--- src/rtl/cg_pkg.sv ---
// Shared types and default sizing for the multi-channel clock-gate controller.
package cg_pkg;
  typedef enum logic [1:0] {
    CG_GATED,
    CG_WAKE,
    CG_RUN,
    CG_COUNT
  } cg_state_e;

  localparam int CG_WAKE_CYC = 2;
  localparam int CG_IDLE_W   = 8;
endpackage

--- src/rtl/cg_icg.sv ---
// Latch-based integrated clock gate: enable is captured only while clk is low,
// so gclk pulses are always full-width copies of clk high phases.
module cg_icg (
  input  logic clk,
  input  logic en_in,
  output logic gclk
);
  logic r_enLatch;

  always_latch begin
    if (!clk) r_enLatch <= en_in;
  end

  assign gclk = clk & r_enLatch;
endmodule

--- src/rtl/cg_ctrl_multi.sv ---
// Multi-channel clock-gate controller: each channel runs an idle-timeout FSM
// that drives its own glitch-free gate cell.
module cg_ctrl_multi
  import cg_pkg::*;
#(
  parameter int N_CH     = 4,
  parameter int IDLE_W   = CG_IDLE_W,
  parameter int WAKE_CYC = CG_WAKE_CYC
) (
  input  logic              clk,
  input  logic              rst,
  input  logic [N_CH-1:0]   en,
  input  logic [IDLE_W-1:0] idle_thresh,
  input  logic              test_en,
  output logic [N_CH-1:0]   gclk,
  output logic [N_CH-1:0]   ack,
  output logic [N_CH-1:0]   gated
);
  localparam int WW = (WAKE_CYC > 1) ? $clog2(WAKE_CYC) : 1;

  // A threshold of zero behaves exactly like one: gate on the first low sample.
  logic [IDLE_W-1:0] w_thr;
  assign w_thr = (idle_thresh == '0) ? IDLE_W'(1) : idle_thresh;

  for (genvar i = 0; i < N_CH; i++) begin : g_ch
    cg_state_e         r_state, w_next;
    logic [IDLE_W-1:0] r_cnt, w_cntNext;
    logic [WW-1:0]     r_wake, w_wakeNext;
    logic              r_gateEn, r_ack, r_gated;
    logic [IDLE_W:0]   w_cntInc;

    assign w_cntInc = {1'b0, r_cnt} + (IDLE_W + 1)'(1);

    always_comb begin
      w_next     = r_state;
      w_cntNext  = r_cnt;
      w_wakeNext = r_wake;
      case (r_state)
        CG_GATED: begin
          if (en[i]) begin
            w_next     = CG_WAKE;
            w_wakeNext = WW'(WAKE_CYC - 1);
          end
        end
        CG_WAKE: begin
          if (r_wake == '0) w_next = CG_RUN;
          else              w_wakeNext = r_wake - WW'(1);
        end
        CG_RUN: begin
          if (!en[i]) begin
            if (w_thr <= IDLE_W'(1)) begin
              w_next = CG_GATED;
            end else begin
              w_next    = CG_COUNT;
              w_cntNext = IDLE_W'(1);
            end
          end
        end
        CG_COUNT: begin
          if (en[i]) begin
            w_next    = CG_RUN;
            w_cntNext = '0;
          end else if (w_cntInc >= {1'b0, w_thr}) begin
            // Compared live, so a lowered threshold gates immediately.
            w_next    = CG_GATED;
            w_cntNext = '0;
          end else begin
            w_cntNext = w_cntInc[IDLE_W-1:0];
          end
        end
        default: w_next = CG_GATED;
      endcase
    end

    always_ff @(posedge clk) begin
      if (rst) begin
        r_state  <= CG_GATED;
        r_cnt    <= '0;
        r_wake   <= '0;
        r_gateEn <= 1'b0;
        r_ack    <= 1'b0;
        r_gated  <= 1'b1;
      end else begin
        r_state  <= w_next;
        r_cnt    <= w_cntNext;
        r_wake   <= w_wakeNext;
        r_gateEn <= (w_next != CG_GATED);
        r_ack    <= (w_next == CG_RUN) || (w_next == CG_COUNT);
        r_gated  <= (w_next == CG_GATED);
      end
    end

    // test_en bypasses the FSM and reset entirely, acting only on the gate cell.
    cg_icg u_icg (
      .clk   (clk),
      .en_in (r_gateEn | test_en),
      .gclk  (gclk[i])
    );

    assign ack[i]   = r_ack;
    assign gated[i] = r_gated;
  end
endmodule

--- config.mk ---
export PLATFORM = sky130hd
export DESIGN_NAME = cg_ctrl_multi
export DESIGN_NICKNAME = d
export VERILOG_FILES = /design/src/rtl/cg_pkg.sv /design/src/rtl/cg_icg.sv /design/src/rtl/cg_ctrl_multi.sv
export SDC_FILE = /design/constraint.sdc
export NUM_CORES = 1
export LEC_CHECK = 0
export CORE_MARGIN = 3
export CORE_UTILIZATION = 63
export DETAILED_ROUTE_END_ITERATION = 6
export MAX_ROUTING_LAYER = met4
export PLACE_DENSITY_LB_ADDON = 0.3
export RECOVER_POWER = 25
export SETUP_SLACK_MARGIN = 0.15
export SLEW_MARGIN = 0
export SYNTH_ARGS = -nofsm -noshare
export SYNTH_HDL_FRONTEND = slang
export SYNTH_SLANG_ARGS = --single-unit
--- constraint.sdc ---
create_clock -name clk -period 5 [get_ports clk]
set_input_delay 0.75 -clock clk [delete_from_list [all_inputs] [get_ports clk]]
set_output_delay 0.75 -clock clk [all_outputs]
set_load 0.02 [all_outputs]
==> impl_metrics.py <==
metrics = {
    "yosys": {
        "synthDominantCellAreaShare_pct": 29.1,
        "syn_area_mm2": 0.00365,
        "ys.warnings.count": 0,
        "synth_seq_cells": 57,
        "synth.distinct_cells": 62,
        "synth_common_cells": "53 x dfxtp_1, 39 x nand2_1, 37 x a21oi_1",
        "syn-num-nets": 486,
        "synthTopCellsByArea": "dfxtp_1 29%, ha_1 12%, a21oi_1 5.1%",
        "synth_largest_area_cell": "dfxtp_1",
        "syn_area_per_cell_um2": 8.40,
        "post-synth-top-count-cell": "dfxtp_1",
        "synthArstFlopShare_pct": 0,
        "syn-instance-count": 435,
        "ys.flop_type": "dfxtp_1",
        "synth_edf_count": 0,
    },
    "pwr": {
        "power.switching_mw": 0.393,
        "p_seq_share_pct": 39.2,
        "p_int_mw": 0.909,
        "switching_share_pct": 30.2,
        "p_comb_share_pct": 14.6,
        "power_density_mw_per_mm2": 316,
        "p_clk_share_pct": 46.2,
        "p_leak_nw": 1.77,
        "ir_worst_vdd_mv": 0.302,
    },
    "setup_path": {
        "crit_family": "buffers and inverters",
        "crit_type": "latch to output port",
        "reg2reg_depth": 11,
        "reg2reg_slack_ns": 1.83,
        "endpoint_kind": "output port",
        "crit_arrival_ns": 4.06,
        "worst_path_max_delay_cell": "clkdlybuf4s50_1",
        "crit_chain": "and2_1, clkdlybuf4s50_1",
        "r2r-start": "g_ch[2].r_cnt[0]$_SDFFE_PP0P_",
        "cp-start-kind": "latch",
        "cp_data_required_time_ns": 4.25,
        "reg2reg_to": "g_ch[2].r_cnt[4]$_SDFFE_PP0P_",
        "cp_max_fo": 1,
        "cpPeakStageDelay_ns": 0.60,
        "path_buf_inv": 1,
    },
    "worst_hold_path": {
        "holdPathStages": 2,
        "worstHoldStart": "g_ch[2].r_cnt[1]$_SDFFE_PP0P_",
        "hold_end": "g_ch[2].r_cnt[1]$_SDFFE_PP0P_",
        "worstHoldPathType": "flip-flop to flip-flop",
    },
    "placed_design": {
        "place.gp.congestion": 0.880,
        "dp.cells": 515,
        "dpl-instance-area_mm2": 0.00389,
        "port_buffers": 26,
        "dp.final_hpwl_um": 5930,
    },
    "routing": {
        "ant_nets": 0,
        "drt-initial-drc-count": 204,
        "route.detailed.wl_per_inst_um": 15.4,
        "vias": 3196,
        "drt-total-wl_um": 8230,
        "viasPerCell": 5.96,
        "first_pass_iters": 5,
        "drc": 0,
    },
    "clocking": {
        "cts_hold_buffers": 0,
        "insertion_delay_ns": 0.45,
        "cts_tree": "yes",
        "path_clk_slew_ns": 0.07,
    },
    "flow_run": {
        "maxCapViolCount": 0,
    },
    "floorplan": {
        "coreArea_mm2": 0.00557,
        "fp.dieW_um": 82.1,
        "die-area_mm2": 0.00675,
        "die-height_um": 82.1,
        "placementRows": 27,
        "num_io_pins": 27,
        "start_util_pct": 65.5,
    },
    "sta": {
        "hold_viol_final": 0,
        "fin_hold_ws_ns": 0.476,
        "drv_slew": 0,
        "fin_skew_ns": 0.00682,
        "rsz0062_at_grt": "false",
        "tightestPinTransition_ns": 0.957,
        "slew_headroom_pct": 36.2,
        "setup_viol": 0,
        "tns_ns": 0,
    },
    "cells_and_area": {
        "nNetsFinal": 509,
        "n_fill_cell": 407,
        "drive_gt1_share_pct": 10.3,
        "diodes": 0,
        "area_growth_pct": 12.9,
        "fin_cells": 536,
        "fin_util_pct": 74.0,
        "postLayoutCellArea_mm2": 0.00412,
    },
    "run_status": {
        "status": "complete, no violations",
    },
    "global_routing": {
        "grt_start_max_net_pins": 22,
        "grt_pass1_wl_um": 13400,
        "grt_pass1_vias": 3035,
        "antenna_found_initial": 0,
        "overflow": 0,
        "track_usage_pct": 27.0,
    },
}
==> cell usage in the layout (no fill, tap or decap), types with 4 or more instances in the layout <==
master           Yosys  layout
nand4_1              4       4
o21ai_1              4       4
clkdlybuf4s50_1      0      14
a211oi_1             7       7
and2_1              10      10
inv_1               25      25
xnor2_1             14      14
a21o_1               5       5
nor3_1               9       9
dfxtp_1             53      53
nand3_1             18      18
xor2_1               7       7
clkbuf_8             0      13
a21oi_1             37      37
nand2_1             39      40
nand2b_1            12      12
or3_1                8       8
o21a_1               4       4
dlygate4sd3_1        0      10
ha_1                36      36
or2_2               10      10
o21ai_0             15      15
nor2b_1              9       9
nor2_1              29      29
clkinv_2             0       4
nor3b_1              4       4
==> timing repair <==
item | 4_1_cts | 5_1_grt
endpoints found under the setup margin | 0 | 4
buffers inserted | 0 | 0
resized for setup | 0 | 3
==> worst min-delay path, delay by kind of cell (launching register included) <==
kind / cells / cell delay (ns)
AO/OA/AOI/OAI: 1 / 0.05
flip-flops: 1 / 0.32
AND/OR/NAND/NOR: 1 / 0.06
==> sequential cells by signal, indices dropped and copies added (netlist names) <==
name and count:
g_ch.r_ack 2, g_ch.r_wake 4, g_ch.r_state 7, g_ch.u_icg.r_enLatch 4, g_ch.r_gateEn 4, g_ch.r_cnt 32
g_ch.r_gated 4
==> final cells by class <==
type / count / area (um^2) / area share, %
clock buffer: 18 / 228 / 5.52
clock inverter: 7 / 61.3 / 1.49
multi-input combinational: 334 / 2300 / 55.9
timing repair buffer: 23 / 224 / 5.43
inverter: 25 / 93.8 / 2.28
tap: 72 / 90.1 / 2.18
sequential: 57 / 1120 / 27.2
==> power by group through the flow <==
stage / sequential (mW) / clock, mW / combinational (mW)
after floorplan: 0.509 / 0.0855 / 0.143
after global placement: 0.517 / 0.0953 / 0.183
after detailed placement: 0.519 / 0.0953 / 0.190
after CTS: 0.510 / 0.612 / 0.193
after global routing: 0.514 / 0.638 / 0.208
final: 0.511 / 0.602 / 0.190
==> worst max path at each step <==
stage	startpoint	endpoint	slack [ns]	cells past startpoint
2_1_floorplan	g_ch[1].u_icg.r_enLatch$_DLATCH_N_	gclk[1]	1.15	2
3_3_place_gp	g_ch[2].u_icg.r_enLatch$_DLATCH_N_	gclk[2]	0.69	2
3_5_place_dp	g_ch[0].u_icg.r_enLatch$_DLATCH_N_	gclk[0]	0.68	2
4_1_cts	g_ch[2].u_icg.r_enLatch$_DLATCH_N_	gclk[2]	0.18	2
5_1_grt	g_ch[1].u_icg.r_enLatch$_DLATCH_N_	gclk[1]	0.15	2
6_report	g_ch[2].u_icg.r_enLatch$_DLATCH_N_	gclk[2]	0.19	2
==> through the flow <==
stage	worst slack (ns)	total power, mW
after floorplan	1.15	0.738
final	0.189	1.30
after global routing	0.152	1.36
after CTS	0.175	1.31
after detailed placement	0.681	0.805
after global placement	0.694	0.795
==> layer usage <==
metal	vias up	GRT usage (%)	share of wire (%)	wire, um
met3	28	8.46	5.9	489
li1	1596	-	-	-
met2	104	43.3	47	3840
met5	-	-	0	0
met4	0	11.8	2.8	229
met1	1468	31.1	45	3670
==> cell families (layout without fill, tap and decap cells) <==
logic type               after synthesis  count (layout)  synth area share (%)
AND/OR/NAND/NOR                      171             171                  25.4
AO/OA/AOI/OAI                        105             105                  20.3
buffers and inverters                 44              73                  5.96
XOR/XNOR                              21              21                  5.04
latches                                4               4                  1.64
multiplexers                           1               1                 0.274
adder cells (fa/ha/maj)               36              36                  12.3
flip-flops                            53              53                  29.1
Power figures use the tool's default switching activity.
==> edit 1 (same settings) <==
Make the reset (`rst`) asynchronous in one clocked block.
--- a/src/rtl/cg_ctrl_multi.sv
+++ b/src/rtl/cg_ctrl_multi.sv
@@ -74,3 +74,3 @@
 
-    always_ff @(posedge clk) begin
+    always_ff @(posedge clk or posedge rst) begin
       if (rst) begin
Function: not checked (the comparison handles one clock edge and no latches or derived clocks); the edit may change what the design does.
==> edit 1 against the original RTL <==
- the run now ends with max-capacitance violations, max-slew violations left
- synthesized area up 6.6%
- global-route usage up 1.2 points
- setup slack better by 14 ps
- register-to-register slack better by 30 ps
- first-iteration DRC count up 21%
- routed wire length up 7.7%
- synthesized cell count down 7.6%
- sequential cell count up 1
- final area up 6.1%
Power is not compared: it rests on default switching activity, and its combinational part moved more than twofold at a synthesized area within 25%.
==> edit 1: results (changes against the original RTL) <==
drt first pass iters=6 (was 5); CP Max Fanout=1 (unchanged); ratio of cells with drive above 1 in the final layout=10.5% (was 10.3%); Post-DP Area=4120 sq um (was 3890 sq um); met1 WL=3.82 mm (was 3.67 mm); max-slew violations=55 (was 0); Worst Skew=9.75 ps (was 6.82 ps); met3 GRT Util=7.95% (was 8.46%); largest net degree at the start of global routing=55 (was 22); share of the synthesized area in the top cell type=32.1% (was 29.1%); clock insertion delay at the later pin of the skew report=~460 ps; Wirelength per Cell=17.6 um (was 15.4 um); run status=finished, violations left (was completed); slowest cell on the critical path=clkdlybuf4s50_1 (unchanged); fraction of registers with async set/reset=93.1% (was 0%); main area contributors after synthesis=dfrtp_1, ha_1, nand3_1, xnor2_1, a21oi_1 (was dfxtp_1, ha_1, a21oi_1, nand2_1, xnor2_1); Yosys cell types=64 (was 62); Mapped Cells=402 (was 435); worst path arrival time=4050 ps (was 4060 ps); HPWL Detailed=6.28 mm (was 5.93 mm); met2 Use GR=43.7% (was 43.3%); WL met3=479 um (was 489 um); Least-Margin Pin Slew=2040 ps (was 957 ps); Vias=3265 (was 3196); fin nets=475 (was 509); largest registers=g_ch.r_cnt x32, g_ch.r_state x6 (was g_ch.r_cnt x32, g_ch.r_state x7); DR iter-0 viols=246 (was 204); Switch Pwr=~750 uW; GP Congestion=0.937 (was 0.880); Post-Synthesis Net Count=453 (was 486); max_cap viols=1 (was 0); power share of the combinational group=a little under a third; Post-synth top cells=dfrtp_1, ha_1, nand2_1, nand3_1, a21oi_1 (was dfxtp_1, nand2_1, a21oi_1); routed wire length=8.86 mm (was 8.23 mm); peak supply drop=between 300 and 400 uV; slowest stage delay, CP=between 500 and 600 ps; Top Metal Used=met4 (unchanged); pre-CTS setup slack=686 ps (was 681 ps); grt met1 use=33.8% (was 31.1%); failing checks=max-capacitance violations, max-slew violations; leakage power=between 0.0015 and 0.002 uW; All-Layer GR Usage=28.2% (was 27.0%); met2 WL=4.39 mm (was 3.84 mm); first-pass GRT wire length=15.4 mm (was 13.4 mm); family with the most delay on the worst path=buffers and inverters (unchanged); worst hold path class=flop to flop (unchanged)
-- edit 1: what timing repair did --
| item | 4_1_cts | 5_1_grt |
|---|---|---|
| endpoints found under the setup margin | 0 | 2 |
| buffers inserted | 0 | 0 |
| gates resized for setup | 0 | 1 |
-- edit 1: kinds of logic after synthesis --
| kind of cell | Yosys count | share of synthesized area, % |
|---|---|---|
| AND/OR/NAND/NOR | 125 | 17.2 |
| XOR/XNOR | 23 | 5.17 |
| flip-flops | 54 | 34.8 |
| buffers and inverters | 40 | 5.40 |
| AO/OA/AOI/OAI | 113 | 22.5 |
| multiplexers | 7 | 1.80 |
| adder cells (fa/ha/maj) | 36 | 11.6 |
| latches | 4 | 1.54 |
-- edit 1: path summary, 6_finish.rpt --
check / startpoint / end / slack [ps] / cells after the start
min in group asynchronous: rst / g_ch[0].r_cnt[2]$_DFFE_PP0P_ / 1420 / 2
hold reg to reg: g_ch[1].r_cnt[4]$_DFFE_PP0P_ / g_ch[1].r_cnt[4]$_DFFE_PP0P_ / 540 / 1
hold / removal: g_ch[1].r_cnt[4]$_DFFE_PP0P_ / g_ch[1].r_cnt[4]$_DFFE_PP0P_ / 540 / 1
setup reg to reg: g_ch[3].r_gateEn$_DFF_PP0_ / g_ch[3].u_icg.r_enLatch$_DLATCH_N_ / 1860 / 1
setup / recovery: g_ch[1].u_icg.r_enLatch$_DLATCH_N_ / gclk[1] / 200 / 2
max in group asynchronous: rst / g_ch[0].r_cnt[0]$_DFFE_PP0P_ / 2400 / 2
-- edit 1: cell type report --
cell class | count | area (sq um)
sequential | 58 | 1420
multi-input combinational | 304 | 2270
tap | 75 | 93.8
timing repair buffer | 23 | 228
clock inverter | 6 | 56.3
inverter | 20 | 75.1
clock buffer | 19 | 239
fill | 416 | 1580
==> edit 2 (same flow settings) <==
Without the edit above. The package constant `CG_WAKE_CYC` goes from 2 to 4.
--- a/src/rtl/cg_pkg.sv
+++ b/src/rtl/cg_pkg.sv
@@ -9,3 +9,3 @@
 
-  localparam int CG_WAKE_CYC = 2;
+  localparam int CG_WAKE_CYC = 4;
   localparam int CG_IDLE_W   = 8;
Check against the original RTL: not checked (the comparison handles one clock edge and no latches or derived clocks); the edit may change what the design does.
==> edit 2 against the original RTL <==
- first-iteration DRC count rose by 6.4%
- routed wire length fell by 0.38%
- sequential cell count rose by 4
- synthesized area rose by 5.3%
- final area rose by 4.1%
- cell count rose by 3.0%
- register-to-register slack improved by 110 ps
- power rose by 8.4%
- worst hold slack improved by 26 ps
- setup slack improved by 3.2 ps
- non-clock buffer count rose by 1
- largest cell class unchanged
- largest power group unchanged
- highest routed layer unchanged
==> edit 2: results (changes against the original RTL) <==
run status=completed (unchanged); CP Launch Point=g_ch[0].u_icg.r_enLatch$_DLATCH_N_ (was g_ch[2].u_icg.r_enLatch$_DLATCH_N_); via/cell ratio=6.07 (was 5.96); leakage power=0.00196 uW (was 0.00177 uW); Layout fillers=420 (was 407); vias in the first global route=3192 (was 3035); power per cell area=329 nW/um^2 (was 316 nW/um^2); Post-synth top cells=dfxtp_1, nor2_1, ha_1 (was dfxtp_1, nand2_1, a21oi_1); Placed Instances=531 (was 515); final worst slack=192 ps (was 189 ps); met1 WL=3.60 mm (was 3.67 mm); Fin Hold WS=502 ps (was 476 ps); ratio of cells with drive above 1 in the final layout=8.54% (was 10.3%); All-Layer GR Usage=25.3% (was 27.0%); worst-case reg-to-reg path depth=1 (was 11); grt met1 use=29.3% (was 31.1%); peak supply drop=288 uV (was 302 uV); GP Congestion=0.817 (was 0.880); main area contributors after synthesis=dfxtp_1, ha_1, nor2_1, a211oi_1, o21ai_0 (was dfxtp_1, ha_1, a21oi_1, nand2_1, xnor2_1); hold wc startpoint=g_ch[2].r_wake[1]$_SDFFE_PP0P_ (was g_ch[2].r_cnt[1]$_SDFFE_PP0P_); slew margin rel.=42.0% (was 36.2%); critical path endpoint=gclk[0] (was gclk[2]); met2 Use GR=38.7% (was 43.3%); syn_area_per_cell=8.40 sq um (about the same); Yosys cell types=58 (was 62)
-- edit 2: cell count changes in the layout (fill, tap and decap cells not counted), moves of 6 or more --
cell      before  now
a211oi_1       7   17
a21o_1         5   12
a21oi_1       37   22
a22o_1         0    9
a32o_1         0    6
nand2_1       40   29
nor2_1        29   46
o21ai_0       15   23
or3_1          8    2
xnor2_1       14    8
-- edit 2: worst min-delay path, cell delays in order (launching register included) --
cell and delay, ps:
dfxtp_1 310, nor2_1 90, a211oi_1 50
-- edit 2: area by class of cell --
| class | count | area [sq um] | share of cell area [%] |
|---|---|---|---|
| Clock inverter | 6 | 53.8 | 1.25 |
| Timing Repair Buffer | 24 | 231 | 5.39 |
| Sequential cell | 61 | 1200 | 28.0 |
| Clock buffer | 19 | 228 | 5.30 |
| Inverter | 24 | 90.1 | 2.10 |
| Multi-Input combinational cell | 346 | 2400 | 55.9 |
| Tap cell | 72 | 90.1 | 2.10 |
